===== config.mk =====
export PLATFORM = sky130hd
export DESIGN_NAME = adder_tree_pipe
export DESIGN_NICKNAME = d
export VERILOG_FILES = /design/src/rtl/adder_tree_pipe.sv
export SDC_FILE = /design/constraint.sdc
export NUM_CORES = 1
export LEC_CHECK = 0
export ABC_AREA = 1
export CAP_MARGIN = 20
export CELL_PAD_IN_SITES_DETAIL_PLACEMENT = 0
export CELL_PAD_IN_SITES_GLOBAL_PLACEMENT = 1
export CORE_ASPECT_RATIO = 0.6
export CORE_UTILIZATION = 25
export CTS_CLUSTER_SIZE = 40
export DETAILED_ROUTE_END_ITERATION = 10
export PLACE_DENSITY_LB_ADDON = 0.1
export SKIP_LAST_GASP = 1
export SYNTH_ARGS = -nofsm -noshare
export SYNTH_HDL_FRONTEND = slang
export SYNTH_SLANG_ARGS = --single-unit
export TNS_END_PERCENT = 20

===== constraint.sdc =====
create_clock -name i_clock -period 4.6 [get_ports i_clock]
set_input_delay 0.92 -clock i_clock [delete_from_list [all_inputs] [get_ports i_clock]]
set_output_delay 0.92 -clock i_clock [all_outputs]
set_load 0.01 [all_outputs]

===== src/rtl/adder_tree_pipe.sv =====
// Pipelined signed adder tree: one register stage per tree level, with a valid
// pipe alongside and a global stall. ADDER_TREE_SAT_EN clamps the result to WIDTH bits.
module adder_tree_pipe #(
  parameter  int WIDTH      = 16,
  parameter  int NUM_INPUTS = 5,
  localparam int LEVELS     = (NUM_INPUTS <= 1) ? 1 : $clog2(NUM_INPUTS),
  localparam int OUT_WIDTH  = WIDTH + $clog2(NUM_INPUTS),
`ifdef ADDER_TREE_SAT_EN
  localparam int SUM_W      = WIDTH
`else
  localparam int SUM_W      = OUT_WIDTH
`endif
) (
  input  logic                          i_clock,
  input  logic                          i_reset_n,
  input  logic                          i_enable,
  input  logic                          i_valid,
  input  logic [NUM_INPUTS*WIDTH-1:0]   i_data,
  output logic signed [SUM_W-1:0]       o_sum,
  output logic                          o_valid,
  output logic                          o_sat
);

  localparam int FINAL_W = WIDTH + LEVELS;

  // Number of nodes produced by tree level lvl (level -1 is the raw input words).
  function automatic int level_count(input int lvl);
    int c;
    c = NUM_INPUTS;
    for (int i = 0; i <= lvl; i++) c = (c + 1) / 2;
    return c;
  endfunction

  for (genvar l = 0; l < LEVELS; l++) begin : g_lvl
    localparam int IN_W   = WIDTH + l;
    localparam int LW     = WIDTH + l + 1;
    localparam int IN_CNT = level_count(l - 1);
    localparam int CNT    = level_count(l);

    logic signed [IN_W-1:0] src   [IN_CNT];
    logic signed [LW-1:0]   sum_d [CNT];

    if (l == 0) begin : g_src
      for (genvar k = 0; k < IN_CNT; k++) begin : g_w
        assign src[k] = i_data[k*WIDTH +: WIDTH];
      end
    end else begin : g_src
      for (genvar k = 0; k < IN_CNT; k++) begin : g_w
        assign src[k] = g_lvl[l-1].g_reg.sum_q[k];
      end
    end

    // An unpaired last word is only widened and carried to the next level.
    for (genvar j = 0; j < CNT; j++) begin : g_node
      if (2*j + 1 < IN_CNT) begin : g_pair
        assign sum_d[j] = LW'(src[2*j]) + LW'(src[2*j+1]);
      end else begin : g_pass
        assign sum_d[j] = LW'(src[2*j]);
      end
    end

    // The last level is registered by the output stage below.
    if (l < LEVELS - 1) begin : g_reg
      logic signed [LW-1:0] sum_q [CNT];

      always_ff @(posedge i_clock or negedge i_reset_n) begin
        if (!i_reset_n) begin
          sum_q <= '{default: '0};
        end else if (i_enable) begin
          sum_q <= sum_d;
        end
      end
    end
  end

  logic signed [FINAL_W-1:0] final_sum;
  logic signed [SUM_W-1:0]   out_sum_d, out_sum_q;
  logic [LEVELS-1:0]         valid_d, valid_q;

  assign final_sum = g_lvl[LEVELS-1].sum_d[0];

`ifdef ADDER_TREE_SAT_EN
  logic sat_d, sat_q;

  // Bits above the WIDTH-bit sign position must all match the sign, else clamp.
  always_comb begin
    out_sum_d = final_sum[WIDTH-1:0];
    sat_d     = 1'b0;
    if (final_sum[FINAL_W-1:WIDTH-1] != {(FINAL_W-WIDTH+1){final_sum[FINAL_W-1]}}) begin
      sat_d     = 1'b1;
      out_sum_d = final_sum[FINAL_W-1] ? {1'b1, {(WIDTH-1){1'b0}}}
                                       : {1'b0, {(WIDTH-1){1'b1}}};
    end
  end

  always_ff @(posedge i_clock or negedge i_reset_n) begin
    if (!i_reset_n) begin
      sat_q <= 1'b0;
    end else if (i_enable) begin
      sat_q <= sat_d;
    end
  end

  assign o_sat = sat_q;
`else
  always_comb begin
    out_sum_d = SUM_W'(final_sum);
  end

  assign o_sat = 1'b0;
`endif

  always_comb begin
    valid_d = valid_q;
    if (i_enable) valid_d = LEVELS'({valid_q, i_valid});
  end

  always_ff @(posedge i_clock or negedge i_reset_n) begin
    if (!i_reset_n) begin
      valid_q   <= '0;
      out_sum_q <= '0;
    end else if (i_enable) begin
      valid_q   <= valid_d;
      out_sum_q <= out_sum_d;
    end
  end

  assign o_sum   = out_sum_q;
  assign o_valid = valid_q[LEVELS-1];

endmodule


==> results of run 1 <==
==> state kept, by name, indices dropped and copies added (netlist names) <==
signal and count:
o_sum 19, g_lvl.g_reg.sum_q 84, valid_q 3
==> power by group through the flow <==
stage	clock network [mW]	registers, mW	logic, mW
6_report	0.771	1.31	1.77
5_1_grt	0.838	1.34	2.03
4_1_cts	0.802	1.32	1.80
3_5_place_dp	0	1.33	1.79
3_3_place_gp	0	1.33	1.79
2_1_floorplan	0	1.31	1.14
==> kinds of logic after synthesis <==
kind of cell    synth area share
flops                      0.355
buf+inv                   0.0582
xor+xnor                  0.0234
compound gates            0.0823
other cells             0.000501
simple gates               0.358
fa+ha+maj                  0.123
==> cell usage in the layout (no fill, tap or decap), types with 2 or more instances in the layout <==
cell               n
nand2_1          454
dfrtp_1          106
clkdlybuf4s50_1  101
inv_1             83
nand3_1           78
ha_1              67
nor2_1            58
a21oi_1           55
o21ai_0           47
nand3b_1          19
xnor2_1           14
clkbuf_16          9
or2_1              8
xor2_1             6
nand3_2            5
o21ai_1            5
and2_1             4
nand2_2            4
nor4_1             4
fa_1               4
buf_4              4
a21oi_2            3
o21bai_1           3
clkinvlp_4         3
a21boi_0           2
nor3_1             2
inv_6              2
==> final timing paths <==
path,start,end,slack [ns],cells past startpoint
hold / removal,g_lvl[0].g_reg.sum_q[0],g_lvl[0].g_reg.sum_q[0],0.47,2
min in group asynchronous,i_reset_n,o_sum[12],0.58,1
hold reg to reg,g_lvl[0].g_reg.sum_q[0],g_lvl[0].g_reg.sum_q[0],0.47,2
max in group asynchronous,i_reset_n,g_lvl[0].g_reg.sum_q[23],3.27,2
setup / recovery,i_data[0],g_lvl[0].g_reg.sum_q[50],1.94,13
setup reg to reg,g_lvl[1].g_reg.sum_q[18],o_sum[16],2.38,13
==> area by class of cell <==
type / count / area [sq um] / area share
Multi-Input combinational cell: 849 / 4390 / 0.477
Sequential cell: 106 / 2650 / 0.288
Tap cell: 400 / 500 / 0.0543
Clock buffer: 10 / 229 / 0.0249
Inverter: 85 / 320 / 0.0348
Clock inverter: 6 / 48.8 / 0.00530
Timing Repair Buffer: 107 / 1070 / 0.116
==> synthesized netlist by cell type <==
master / number / area, sq um
xor2_1: 6 / 52.6
nand3b_1: 19 / 143
nor2_1: 58 / 218
inv_2: 1 / 3.75
a21o_1: 1 / 7.51
fa_1: 4 / 80.1
o21ai_0: 47 / 235
inv_1: 83 / 312
o21ai_2: 1 / 8.76
or2_1: 8 / 50.1
xnor2_1: 14 / 123
o21bai_1: 3 / 22.5
clkinv_1: 1 / 3.75
conb_1: 1 / 3.75
buf_2: 9 / 45.0
nand2_1: 454 / 1700
nand2_2: 4 / 25.0
nor3_1: 2 / 10.0
nand3b_4: 1 / 20.0
nand3_1: 78 / 390
or2_2: 1 / 6.26
ha_1: 67 / 838
buf_6: 1 / 11.3
a21oi_1: 55 / 275
and2_1: 4 / 25.0
buf_4: 2 / 15.0
nand3_2: 5 / 50.1
dfrtp_1: 106 / 2650
o21ai_1: 5 / 25.0
nor4_1: 4 / 25.0
and3_1: 1 / 6.26
a21oi_2: 3 / 26.3
clkbuf_1: 12 / 45.0
a21boi_0: 2 / 15.0
nor2_2: 1 / 6.26
==> worst reg2reg max path, delay by kind of cell, from the launching register on <==
| family | cells | cell delay (ns) |
|---|---|---|
| DFF | 1 | 0.37 |
| buffers and inverters | 2 | 0.27 |
| and+or+nand+nor | 9 | 0.87 |
| adders and majority gates | 2 | 0.59 |
==> metrics by stage <==
step / instances / cell area [sq um] / power (mW)
2_1_floorplan: 1064 / 7480 / 2.46
3_3_place_gp: 1547 / 8930 / 3.12
3_5_place_dp: 1547 / 8930 / 3.12
4_1_cts: 1563 / 9210 / 3.91
5_1_grt: 1563 / 9210 / 4.21
6_report: 1563 / 9210 / 3.85
==> per-layer routing <==
metal	track usage	wire, um
met2	0.182	7570
met4	0.0272	156
met5	0	0
met3	0.0292	526
met1	0.252	13400
==> impl_metrics.csv, run 1 <==
group,metric,value,unit
pwr,intPower,2.27,mW
pwr,power_switching,1.59,mW
setup_path,critPathKind,"primary input to flop",
global_routing,grt_pass1_wl,35000,um
drt,drtIter0Drc,349,
finish,syn_to_final_growth,23.1,%
global_routing,antenna_found_initial,0,
floorplanning,ios,105,
global_routing,grt_usage,0.149,
finish,fill_cells,3275,
finish,drive_gt1_frac,0.0327,
clocking,numCtsBuffers,9,
sta,fin_setup_tns,0,ns
placement,io_buffers,103,
clocking,root_buffer,"clkbuf_16",
sta,worst_pin_slew,0.942,ns
sta,slew_headroom,0.372,
drt,viasPerCell,4.36,
finish,n_antenna_cell,0,
placement,routabilityCongestion,0.776,
clocking,hold_buffers,0,
floorplanning,die_h,136,um
pwr,vdd_ir_drop_max,0.188,mV
setup_path,cp_num_buf_inv,1,
yosys,avgSynthCellArea,7.03,sq um
floorplanning,num_rows,48,
sta,period_needed,2.66,ns
sta,setup_ws,1.94,ns
floorplanning,core_area,29100,sq um
clocking,cts_resized,0,
pwr,p_per_area,419,nW/um^2
placement,place_ws,1.57,ns
clocking,cts.path.max_buffers,2,
yosys,ys_seq_area_frac,0.355,
setup_path,worst_ep_required_time,4.86,ns
sta,holdWs,0.474,ns
drt,vias,6819,
sta,final.setup_skew,0.00921,ns
yosys,synth.distinct_cells,35,
yosys,synth.cell_area,7480,sq um
setup_path,critPathMaxStageDelay,0.40,ns
setup_path,worst_path_max_delay_cell,"clkdlybuf4s50_1",
yosys,syn_inst,1064,
yosys,yosys_register_bits,106,
sta,setup_viol,0,
drt,drcViolationCount,0,
setup_path,critPathMostFrequentCell,"nand2_1",
floorplanning,initial_core_util,0.257,
global_routing,grt_max_degree,79,
setup_path,setup.worst_path.end_class,"flop",
global_routing,overflow,0,
pwr,leakage,4.68,nW
clocking,clk_latency,0.37,ns
pwr,pwr-share-seq,0.340,
job,cap_violations,0,
drt,antenna_left,0,
sta,period_share,0.578,
sta,finalMaxSlewViolations,0,
clocking,cts_tree,"done",
global_routing,grt_pass1_vias,6382,
drt,dr.pass1.iters,5,
clocking,cts_setup_buffers,0,
placement,place_hpwl,17200,um
drt,wirelength,21700,um
pwr,sw_frac_of_total,0.412,
worst_hold_path,hold_class,"flop to flop",
finish,fin_util,0.317,
pwr,pwr-share-clk,0.200,
setup_path,cp_cell_sequence,"clkdlybuf4s50_1 > ha_1 > fa_1 > nand2_1 > nand3_1 > nand3_1 > nand3_2 > nand2_1 > nand2_1 > nand2_1 > nand2_1 > nand2_1 > nand2_1",
finish,fin_nets,1313,
yosys,synth_warnings,0,
pwr,p_comb_frac,0.460,
drt,drt-wirelength-per-cell,13.9,um
clocking,clock_sinks,106,
sta,hold_violations,0,
status,run_status,"finished, final reports clean",
sta,max_freq,376,MHz
setup_path,critPathArrivalTime,2.93,ns
clocking,clk_pin_slew_worst_paths,0.07,ns
floorplanning,chipWidth,225,um
clocking,htreeDepth,3,
yosys,synth_nets,1219,
setup_path,crit_fanout,4,
floorplanning,dieArea,30600,sq um
sta,rsz0062_at_grt,"false",
setup_path,critPathLaunchType,"primary input",
setup_path,crit_family,"simple AND/OR/NAND/NOR gates",
No activity file was read; power rests on OpenSTA's default activity.
==> run 2, diff against run 1 <==
clock period = 2.1 ns   (was 4.6 ns; I/O delays follow)
==> impl_metrics.csv, run 2 (synthesis gave the netlist of run 1 again) <==
group,metric,value,unit
status,run_status,"finished, final reports clean",
pwr,p_per_area,889,nW/um^2
placement,routabilityCongestion,0.782,
global_routing,grt_pass1_wl,36500,um
clocking,clk_latency,0.37,ns
setup_path,reg2reg_depth,13,
drt,antenna_left,0,
drt,drcViolationCount,0,
global_routing,overflow,0,
floorplanning,initial_core_util,0.257,
floorplanning,ios,105,
setup_path,startpoint,"i_data[32]",
global_routing,grt_max_degree,87,
global_routing,grt_usage,0.153,
drt,viasPerCell,4.31,
sta,setup_viol,0,
placement,io_buffers,103,
finish,drive_gt1_frac,0.0924,
finish,n_antenna_cell,0,
finish,final_common_cell,"nand2_1",
floorplanning,dieArea,30600,sq um
clocking,cts_tree,"done",
drt,drt-wirelength-per-cell,13.5,um
drt,drtIter0Drc,324,
clocking,root_buffer,"clkbuf_16",
sta,period_needed,1.99,ns
floorplanning,core_area,29100,sq um
pwr,vdd_ir_drop_max,0.332,mV
setup_path,endpoint,"g_lvl[0].g_reg.sum_q[33]",
finish,final_cell_mix,"447 x nand2_1, 106 x dfrtp_1, 101 x clkdlybuf4s50_1",
setup_path,r2r_start,"g_lvl[1].g_reg.sum_q[18]",
setup_path,worstReg2RegEnd,"o_sum[16]",
finish,largest_reg_flops,84,
setup_path,critPathKind,"primary input to flop",
sta,max_freq,503,MHz
floorplanning,num_rows,48,
drt,wirelength,22000,um
setup_path,crit_fanout,4,
setup_path,worst_ep_required_time,2.37,ns
setup_path,r2r_slack,0.13,ns
clocking,clk_pin_slew_worst_paths,0.08,ns
finish,fin_util,0.337,
worst_hold_path,hold_class,"primary input to asynchronous set/reset pin",
placement,place_hpwl,17400,um
finish,fin_nets,1373,
drt,dr.pass1.iters,5,
sta,final.setup_skew,0.00818,ns
global_routing,antenna_found_initial,0,
finish,syn_to_final_growth,31.1,%
finish,fill_cells,3251,
clocking,htreeDepth,3,
setup_path,critPathArrivalTime,2.26,ns
setup_path,critPathLaunchType,"primary input",
sta,finalMaxSlewViolations,0,
job,cap_violations,0,
clocking,clock_sinks,106,
pwr,leakage,5.02,nW
floorplanning,chipWidth,225,um
sta,holdWs,0.453,ns
finish,regMostFlops,"g_lvl.g_reg.sum_q",
drt,vias,7001,
sta,period_share,0.947,
clocking,numCtsBuffers,9,
sta,rsz0062_at_grt,"true",
sta,hold_violations,0,
setup_path,setup.worst_path.end_class,"flop",
global_routing,grt_pass1_vias,6776,
clocking,cts.path.max_buffers,2,
floorplanning,die_h,136,um
==> run 2: cell types whose count changed in the layout (fill, tap and decap cells not counted), sizes merged <==
cell,previous run,this run
clkinvlp,3,0
dlygate4sd3,0,1
buf,6,65
clkinv,3,4
inv,85,87
==> run 2: how the worst min path moves through the flow <==
stage,startpoint,slack (ns),depth (start not counted),to
global placement,i_reset_n,0.30,1,o_sum[12]
global route,i_reset_n,0.46,2,g_lvl[0].g_reg.sum_q[11]
floorplan,i_reset_n,0.12,0,g_lvl[0].g_reg.sum_q[0]
finish,i_reset_n,0.45,2,o_sum[13]
CTS,i_reset_n,0.44,2,o_sum[12]
detailed placement,i_reset_n,0.29,1,o_sum[12]
==> run 2: repair_timing <==
| item | CTS | global route |
|---|---|---|
| endpoints found under the setup margin | 2 | 21 |
| endpoints found under the hold margin | 10 | 0 |
| resized for setup | 1 | 17 |
| hold buffers | 1 | 0 |
| buffers inserted | 0 | 0 |
| pin swaps | 0 | 4 |
| cloned | 0 | 0 |
==> run 2: power by group <==
part	total [mW]	switching (mW)	internal, mW
Clock	1.75	0.883	0.864
Combinational	4.10	2.31	1.79
Sequential	2.88	0.342	2.53
==> run 2: cell type report <==
class	instances	area (sq um)	area share
well taps	400	500	0.0510
repair buffers	167	1580	0.161
clock inverters	6	56.3	0.00574
flip-flops and latches	106	2650	0.270
clock buffers	10	239	0.0244
inverters	85	320	0.0327
multi-input cells	849	4460	0.454
==> run 2: layer usage <==
metal | vias to the layer above | part of all wire | track usage
li1 | 3730 | - | -
met3 | 12 | 0.034 | 0.0294
met2 | 87 | 0.36 | 0.198
met5 | - | 0 | 0
met1 | 3172 | 0.60 | 0.252
met4 | 0 | 0.0061 | 0.0283
==> run 2: metrics by stage <==
step	power, mW	setup TNS (ns)	cell area [sq um]	cells	setup WS (ns)
2_1_floorplan	5.38	0	7480	1064	0.319
3_3_place_gp	7.01	-5.35	9440	1606	-0.412
3_5_place_dp	7.02	-5.88	9440	1606	-0.438
4_1_cts	8.86	0	9750	1623	0.00865
5_1_grt	9.54	-0.164	9810	1623	-0.0651
6_report	8.72	0	9810	1623	0.112
==> run 2: critical path, cell delays in order <==
cell	delay (ns)
clkdlybuf4s50_1	0.40
ha_1	0.23
fa_1	0.40
nand2_1	0.10
nand3_1	0.11
nand3_1	0.11
nand3_2	0.12
nand2_1	0.12
nand2_1	0.06
nand2_1	0.06
nand2_1	0.04
nand2_1	0.05
nand2_1	0.05
==> run 3, diff against run 2 <==
CORE_UTILIZATION = 36   (was 25)
==> impl_metrics.csv, run 3 (synthesis gave the netlist of run 1 again) <==
group,metric,value,unit
floorplanning,ios,105,
finish,syn_to_final_growth,27.7,%
global_routing,overflow,0,
drt,viasPerCell,4.67,
pwr,leakage,4.97,nW
setup_path,crit_fanout,4,
global_routing,antenna_found_initial,0,
finish,drive_gt1_frac,0.0857,
drt,drcViolationCount,0,
finish,fin_nets,1364,
clocking,cts.path.max_buffers,2,
clocking,root_buffer,"clkbuf_16",
sta,max_freq,509,MHz
finish,largest_reg_flops,84,
setup_path,critPathKind,"primary input to flop",
floorplanning,num_rows,40,
sta,finalMaxSlewViolations,0,
drt,drt-wirelength-per-cell,13.3,um
setup_path,setup.worst_path.end_class,"flop",
drt,vias,6950,
sta,setup_ws,0.134,ns
sta,period_share,0.936,
placement,place_ws,-0.397,ns
drt,drtIter0Drc,420,
global_routing,grt_max_degree,87,
finish,final_cell_mix,"447 x nand2_1, 106 x dfrtp_1, 101 x clkdlybuf4s50_1",
clocking,htreeDepth,3,
floorplanning,die_h,114,um
pwr,p_per_area,896,nW/um^2
finish,n_antenna_cell,0,
finish,final_common_cell,"nand2_1",
sta,final.setup_skew,0.0123,ns
finish,regMostFlops,"g_lvl.g_reg.sum_q",
clocking,cts_setup_buffers,0,
drt,wirelength,19800,um
finish,fill_cells,2105,
placement,place_hpwl,15500,um
setup_path,worst_ep_required_time,2.36,ns
placement,routabilityCongestion,0.799,
sta,period_needed,1.97,ns
floorplanning,dieArea,21400,sq um
placement,post-place-cells,1470,
setup_path,critPathLaunchType,"primary input",
placement,io_buffers,103,
drt,antenna_left,0,
floorplanning,chipWidth,188,um
sta,rsz0062_at_grt,"true",
clocking,cts_tree,"done",
global_routing,grt_pass1_wl,32800,um
floorplanning,core_area,20200,sq um
global_routing,grt_pass1_vias,6412,
clocking,numCtsBuffers,9,
global_routing,grt_usage,0.193,
pwr,vdd_ir_drop_max,0.480,mV
drt,dr.pass1.iters,5,
finish,finalNonFillerCells,1487,
sta,setup_viol,0,
clocking,clock_sinks,106,
clocking,clk_pin_slew_worst_paths,0.08,ns
sta,hold_violations,0,
clocking,clk_latency,0.36,ns
setup_path,critPathArrivalTime,2.22,ns
status,run_status,"finished, final reports clean",
floorplanning,initial_core_util,0.371,
job,cap_violations,0,
worst_hold_path,hold_class,"flop to flop",
## run 3: cell count changes in the layout (fill, tap and decap cells not counted), sizes merged
cell      delta
buf          -9
inv          -1
clkbuf       -1
clkinv       +1
clkinvlp     +1
## run 3: timing repair
action,4_1_cts,5_1_grt
gates resized for setup,1,18
setup endpoints to repair,1,22
pin swaps,0,2
hold buffers,1,0
endpoints found under the hold margin,21,0
## run 3: path summary, 6_finish.rpt
check | from | endpoint | slack (ns) | cells after the start
max in group asynchronous | i_reset_n | g_lvl[1].g_reg.sum_q[19] | 1.00 | 3
min in group asynchronous | i_reset_n | g_lvl[1].g_reg.sum_q[12] | 0.50 | 2
hold reg to reg | g_lvl[0].g_reg.sum_q[2] | g_lvl[1].g_reg.sum_q[2] | 0.47 | 2
setup / recovery | i_data[0] | g_lvl[0].g_reg.sum_q[50] | 0.13 | 13
hold / removal | g_lvl[0].g_reg.sum_q[2] | g_lvl[1].g_reg.sum_q[2] | 0.47 | 2
setup reg to reg | g_lvl[0].g_reg.sum_q[17] | g_lvl[1].g_reg.sum_q[34] | 0.16 | 13
## run 3: metrics by stage
stage	util	instance area (sq um)	TNS [ns]	hold WS (ns)	power (mW)
6_report	0.473	9550	0	0.473	8.56
5_1_grt	0.473	9550	-0.136	0.500	9.33
4_1_cts	0.470	9480	0	0.475	8.58
3_5_place_dp	0.455	9170	-5.64	0.351	6.83
3_3_place_gp	0.455	9170	-5.28	0.350	6.81
2_1_floorplan	-	7480	0	0.124	5.38
## run 3: critical path: stages
cell	delay, ns
clkdlybuf4s50_1	0.40
ha_1	0.22
fa_2	0.39
nand2_4	0.11
nand3_2	0.09
nand3_1	0.10
nand3_2	0.14
nand2_2	0.10
nand2_1	0.05
nand2_1	0.06
nand2_1	0.04
nand2_1	0.05
nand2_1	0.05
## run 3: report_power, final
group | switching (mW) | total, mW | internal [mW]
Sequential | 0.328 | 2.86 | 2.53
Clock | 0.871 | 1.71 | 0.842
Combinational | 2.24 | 3.98 | 1.75
## run 3: routing by layer
metal / wire [um] / global-route usage / part of all wire / vias up
met5: 0 / 0 / 0 / -
met4: 100 / 0.0298 / 0.0050 / 0
met3: 740 / 0.0317 / 0.037 / 10
met2: 7090 / 0.246 / 0.36 / 111
met1: 11900 / 0.327 / 0.60 / 3105
li1: - / - / - / 3724
## run 3: layout make-up
class | count | area, sq um | area share
inverters | 85 | 320 | 0.0335
well taps | 273 | 342 | 0.0358
clock buffers | 9 | 225 | 0.0236
flip-flops and latches | 106 | 2650 | 0.278
clock inverters | 7 | 72.6 | 0.00760
multi-input cells | 849 | 4460 | 0.467
repair buffers | 158 | 1480 | 0.155
